`config.mk`:
```
export PLATFORM = sky130hd
export DESIGN_NAME = mul_arb2
export DESIGN_NICKNAME = d
export VERILOG_FILES = /design/src/rtl/mul_arb2.sv
export SDC_FILE = /design/constraint.sdc
export NUM_CORES = 1
export LEC_CHECK = 0
export CORE_ASPECT_RATIO = 1.25
export CORE_MARGIN = 5
export CORE_UTILIZATION = 30
export DETAILED_ROUTE_END_ITERATION = 10
export SYNTH_ARGS = -nofsm -noshare
export SYNTH_HDL_FRONTEND = slang
export SYNTH_SLANG_ARGS = --single-unit
```
`constraint.sdc`:
```
create_clock -name i_clk -period 6.8 [get_ports i_clk]
set_input_delay 1.36 -clock i_clk [delete_from_list [all_inputs] [get_ports i_clk]]
set_output_delay 1.36 -clock i_clk [all_outputs]
set_load 0.01 [all_outputs]
```
`src/rtl/mul_arb2.sv`:
```
// Two-requester round-robin arbiter in front of one shared signed x unsigned
// multiplier; two-stage pipeline with a per-requester result strobe.
module mul_arb2 #(
  parameter int W = 8
) (
  input  logic           i_clk,
  input  logic           i_rst,
  input  logic           i_req0,
  input  logic [W-1:0]   i_a0,
  input  logic [W-1:0]   i_b0,
  input  logic           i_req1,
  input  logic [W-1:0]   i_a1,
  input  logic [W-1:0]   i_b1,
  output logic           o_gnt0,
  output logic           o_gnt1,
  output logic           o_vld0,
  output logic           o_vld1,
  output logic [2*W-1:0] o_y
);

  typedef enum logic {
    LAST0 = 1'b0,
    LAST1 = 1'b1
  } last_t;

  last_t              last_q;
  logic               s1_vld;
  logic               s1_tag;
  logic [W-1:0]       s1_a;
  logic [W-1:0]       s1_b;
  logic [2*W-1:0]     a_ext;
  logic [2*W-1:0]     b_ext;
  logic [2*W-1:0]     prod;
  logic               any_gnt;

  // NOTE: every output of a combinational block gets a default first so no
  // path through the if/else leaves it unassigned and infers a latch.
  always_comb begin
    o_gnt0 = 1'b0;
    o_gnt1 = 1'b0;
    if (!i_rst) begin
      if (i_req0 && (!i_req1 || last_q == LAST1)) begin
        o_gnt0 = 1'b1;
      end else if (i_req1) begin
        o_gnt1 = 1'b1;
      end
    end
  end

  assign any_gnt = o_gnt0 | o_gnt1;

  // NOTE: sequential state uses non-blocking assignments so every register
  // samples pre-edge values regardless of statement order.
  always_ff @(posedge i_clk) begin
    if (i_rst) begin
      last_q <= LAST1;
      s1_vld <= 1'b0;
      o_vld0 <= 1'b0;
      o_vld1 <= 1'b0;
      o_y    <= '0;
    end else begin
      if (o_gnt0) begin
        last_q <= LAST0;
      end else if (o_gnt1) begin
        last_q <= LAST1;
      end
      s1_vld <= any_gnt;
      o_vld0 <= s1_vld && !s1_tag;
      o_vld1 <= s1_vld && s1_tag;
      if (s1_vld) begin
        o_y <= prod;
      end
    end
  end

  // NOTE: operand/tag registers carry no reset; s1_vld qualifies them, so
  // their contents after reset are never observed.
  always_ff @(posedge i_clk) begin
    if (any_gnt) begin
      s1_a   <= o_gnt1 ? i_a1 : i_a0;
      s1_b   <= o_gnt1 ? i_b1 : i_b0;
      s1_tag <= o_gnt1;
    end
  end

  // A sign-extended, B zero-extended; the 2W-bit product is exact for this mix.
  assign a_ext = {{W{s1_a[W-1]}}, s1_a};
  assign b_ext = {{W{1'b0}}, s1_b};
  assign prod  = a_ext * b_ext;

endmodule

```
Yosys cells after proc, flatten, opt, wreduce, memory -nomap -nowiden
Cells that the tools add are included.

storage, ports and cells
  register bits = 37
  bits in latches = 0
  RAM bits = 0
  bits in read-only memories = 0
  output and inout port bits = 20
  logic and storage cells = 26
  memories = 0

operators by class
  add/subtract/negate cells = 0
  multipliers = 1
  divide/modulo/power cells = 0
  $lt $le $gt $ge = 0
  equality and inequality tests = 0
  shift operators = 0
  muxes and demuxes = 9
  bitwise logic cells = 1
  reduce and logical (&&, ||, !) cells = 7

operators by type and width
  cell                                          count
  8-bit by 9-bit multiplier with 16-bit output  1
  8-bit 2-to-1 mux                              2
  1-bit 2-to-1 mux                              7
  1-bit logical AND                             3
  1-bit zero test                               2
  2-bit nonzero test                            1
  1-bit logical OR                              1
  1-bit OR                                      1

Logic depth before layout (Yosys ltp)
  word-level depth = 7
  depth in mapped cells = 17
  depth with buffers taken out = 17

Worst setup path before layout
OpenSTA, ideal clock, no wires.

  kind = reg2reg
  start point = register s1_a[7]
  end point = register o_y[14]
  library setup time = 0.074 ns
  arrival time = 4.222 ns
  required time = 6.726 ns
  path slack = 2.504 ns
  stages on the path, launching flop included = 15
  buffers on the path = 0
  period minus slack after synthesis = 4.296 ns
  path through = edfxtp_1 > inv_1 > nor2_1 > fa_1 > fa_1 > fa_1 > inv_1 > fa_1 > inv_1 > ha_1 > a21oi_1 > nor4b_1 > a211oi_1 > mux2_4 > o22ai_2

between the ends
  word-level cells in the longest chain between the ends = 1

RTL lines
  item                                          line  RTL
  from (decl)                                   29    logic [W-1:0] s1_a;
  from (signal assigned)                        80    s1_a <= o_gnt1 ? i_a1 : i_a0;
  8-bit by 9-bit multiplier with 16-bit output  89    assign prod = a_ext * b_ext;
  to (signal assigned)                          71    o_y <= prod;
  to (decl)                                     18    output logic [2*W-1:0] o_y

No other way between the ends.
A chain may end at the register's enable or synchronous reset.

Worst setup path in the final report
  start point = input port i_rst
  end point = output port o_gnt1

between the ends
  word-level cells in the longest chain between the ends = 1

RTL lines
  item              line  RTL
  from (decl)       7     input logic i_rst,
  1-bit 2-to-1 mux  41    if (!i_rst) begin
  to (decl)         15    output logic o_gnt1,

No other way between the ends.

==> impl_metrics.yaml <==
yosys:
  synth_edf_count: 17
  synth.area.top_cells: "fa_1 (21%), edfxtp_1 (14%), ha_1 (14%)"
  dominantRegCellSynth: "dfxtp_1"
  ys_warn_count: 0
  syn_area_mm2: 0.003560
  synth_top_family_by_area: "adder cells"
  synthXorXnorAreaFrac_pct: 1.476
  syn_area_per_cell_um2: 9.081
  ys_seq_area_share_pct: 25.59
  netlist.area_leader.share_pct: 20.81
  netlist_instances: 392
  synth-adder-area-share_pct: 34.87
  yosysMostFrequentCell: "nand2_1"
  yosys.area_share.simple_pct: 22.18
  yosys.cell_types.count: 41
  synth_compound_area_share_pct: 6.503
  yosys.area.top_type: "fa_1"
  synth-seq-cells: 37
  synth.area.mux_share_pct: 2.953
  synth_nets: 505
  netlist_top_cells_count: "nand2_1 (76), inv_1 (54), and2_1 (40), ha_1 (40), fa_1 (37)"
  synth-async-reset-ratio_pct: 0
timing:
  worst_pin_slew_ps: 897.0
  fmax_ghz: 0.1923
  rsz0062_at_grt: "no"
  slew_headroom_pct: 40.12
  period_share_pct: 76.47
  tns_ps: 0
  min_period_ps: 5200
  drv_slew: 0
  hold_viol_final: 0
  skew_ps: 7.067
  setup_viol: 0
global_routing:
  overflow: 0
  antenna_found_initial: 0
  track_usage_pct: 11.79
  grt_pass1_wl_um: 13610
  grt_pass1_vias: 2952
  grt_max_degree: 23
routing:
  via_per_inst: 4.571
  drc: 0
  vias: 2793
  first_iter_violations: 104
  routed_wl_um: 7771
  firstDrtPassIters: 4
  wl_per_cell_um: 12.72
  drtAntennaViolNets: 0
floorplanning:
  rows: 44
  die_area_mm2: 0.01416
  fp.dieW_um: 107.4
  io_pins: 56
  coreArea_mm2: 0.01162
  chipHeight_um: 131.8
  floorplan.initialDensity_pct: 30.64
setup_path:
  worstSetupPathType: "in -> out"
  slowest_stage: "clkdlybuf4s50_1"
  critical_path_peak_fanout: 21
  cp_data_required_time_ps: 5440
  cp.arrival_ps: 3840
  cp_cell_sequence: "clkdlybuf4s50_1 > inv_1 > nand3_1 > buf_4 > clkinv_1 > clkdlybuf4s50_1"
  end_kind: "output pin"
  critPathLaunchType: "input port"
  crit_path_max_incr_delay_ps: 930
  crit_top_cell: "clkdlybuf4s50_1"
power_and_ir_drop:
  p_leak_nw: 2.065
  power.density_mw_per_mm2: 289.7
  combPwrFrac_pct: 56.8
  pwr-share-seq_pct: 23.0
  intPower_uw: 781.8
  switchingPower_uw: 511.2
  vdd_ir_drop_max_uv: 195.9
  p_clk_share_pct: 20.2
  switching_share_pct: 39.54
clock_network:
  ctsHoldBuffers: 0
  cts_root_buf: "clkbuf_16"
  cts-buffers-inserted: 5
  clkSinkCount: 37
  clock_latency_ps: 280
  cts_setup_buffers: 0
  clk_pin_slew_ps: 50
  cts_tree: "done"
  cts.repair.resized: 0
  htree_levels: 2
  clockBufferDepth: 2
run:
  cap_violations: 0
final_layout:
  drive_gt1_share_pct: 2.444
  nets: 562
  syn_to_final_growth_pct: 25.38
  fin_util_pct: 38.42
  diodes: 0
place:
  globalplace.congestion: 0.8877
  io_buffer_count: 55
  dp_hpwl_um: 6457
run_status:
  status: "finished, final reports clean"
worst_hold_path:
  hold_path.class: "reg -> reg"
[sequential cells by signal, indices dropped and copies added, names as in the netlist]
register	cells
o_vld0	1
s1_a	8
o_vld1	1
s1_vld	1
s1_tag	1
last_q	1
s1_b	8
o_y	16
[area by class of cell]
cell class              instances  area, um2
clock inverters                 3      41.29
repair buffers                 56      558.0
multi-input cells             294       2420
clock buffers                   5      125.1
well taps                     161      201.4
flip-flops and latches         37      910.9
fillers                      1209       7153
inverters                      55      206.4
[placed cells by master, fill, tap and decap left out, types with 2 or more instances in the layout]
cell type / synthesis / final
a211oi_1: 3 / 3
a21o_1: 2 / 2
a21oi_1: 11 / 11
a22oi_1: 2 / 2
and2_1: 40 / 40
and3_1: 3 / 3
clkbuf_16: 0 / 5
clkdlybuf4s50_1: 0 / 55
clkinv_1: 1 / 2
dfxtp_1: 20 / 20
edfxtp_1: 17 / 17
fa_1: 37 / 37
ha_1: 40 / 40
inv_1: 54 / 54
mux2i_1: 9 / 9
nand2_1: 76 / 76
nand2b_1: 8 / 8
nand3_1: 7 / 7
nor2_1: 22 / 22
nor3_1: 3 / 3
o21a_1: 2 / 2
o21ai_0: 6 / 6
xnor2_1: 5 / 5
[logic make-up (layout without fill, tap and decap cells)]
kind of cell / count (synthesis) / after routing
flip-flops: 37 / 37
buffers and inverters: 61 / 119
AND/OR/NAND/NOR: 166 / 166
adder cells (fa/ha/maj): 77 / 77
AO/OA/AOI/OAI: 35 / 35
XOR/XNOR: 6 / 6
multiplexers: 10 / 10
[per-layer routing]
layer	global-route usage [%]	part of all wire [%]	vias up
met5	0	0	-
met4	4.421	2.4	0
met3	2.499	3.5	15
met2	21.40	55	52
met1	13.37	39	1353
li1	-	-	1373
[metrics by stage]
stage | hold WS (ps) | total power [mW] | cell area, um2 | setup slack [ps] | cells
4_1_cts | 466.4 | 1.319 | 4463 | 1563 | 611
3_3_place_gp | 453.4 | 1.036 | 4297 | 1647 | 603
6_report | 464.6 | 1.293 | 4463 | 1600 | 611
3_5_place_dp | 459.3 | 1.049 | 4297 | 1571 | 603
5_1_grt | 486.7 | 1.428 | 4463 | 1334 | 611
2_1_floorplan | 411.3 | 0.8391 | 3560 | 2504 | 392
[worst max-delay path, delay by kind of cell]
| family | cells | cell delay (ps) |
|---|---|---|
| buffers and inverters | 5 | 2340 |
| AND/OR/NAND/NOR | 1 | 120 |
[power groups by stage]
| stage | combinational (mW) | sequential [mW] | clock, mW |
|---|---|---|---|
| after global routing | 0.847 | 0.303 | 0.278 |
| after floorplan | 0.541 | 0.298 | 0 |
| after global placement | 0.734 | 0.302 | 0 |
| after CTS | 0.751 | 0.299 | 0.270 |
| final | 0.734 | 0.298 | 0.261 |
| after detailed placement | 0.746 | 0.303 | 0 |
[final timing paths]
check / start / end / slack, ps / cells past startpoint
max: i_rst / o_gnt1 / 1600 / 6
max reg2reg: s1_a[7] / o_y[14] / 2130 / 14
min reg2reg: o_y[0] / o_y[0] / 460 / 2
min: o_y[0] / o_y[0] / 460 / 2
Power figures use the tool's default switching activity.
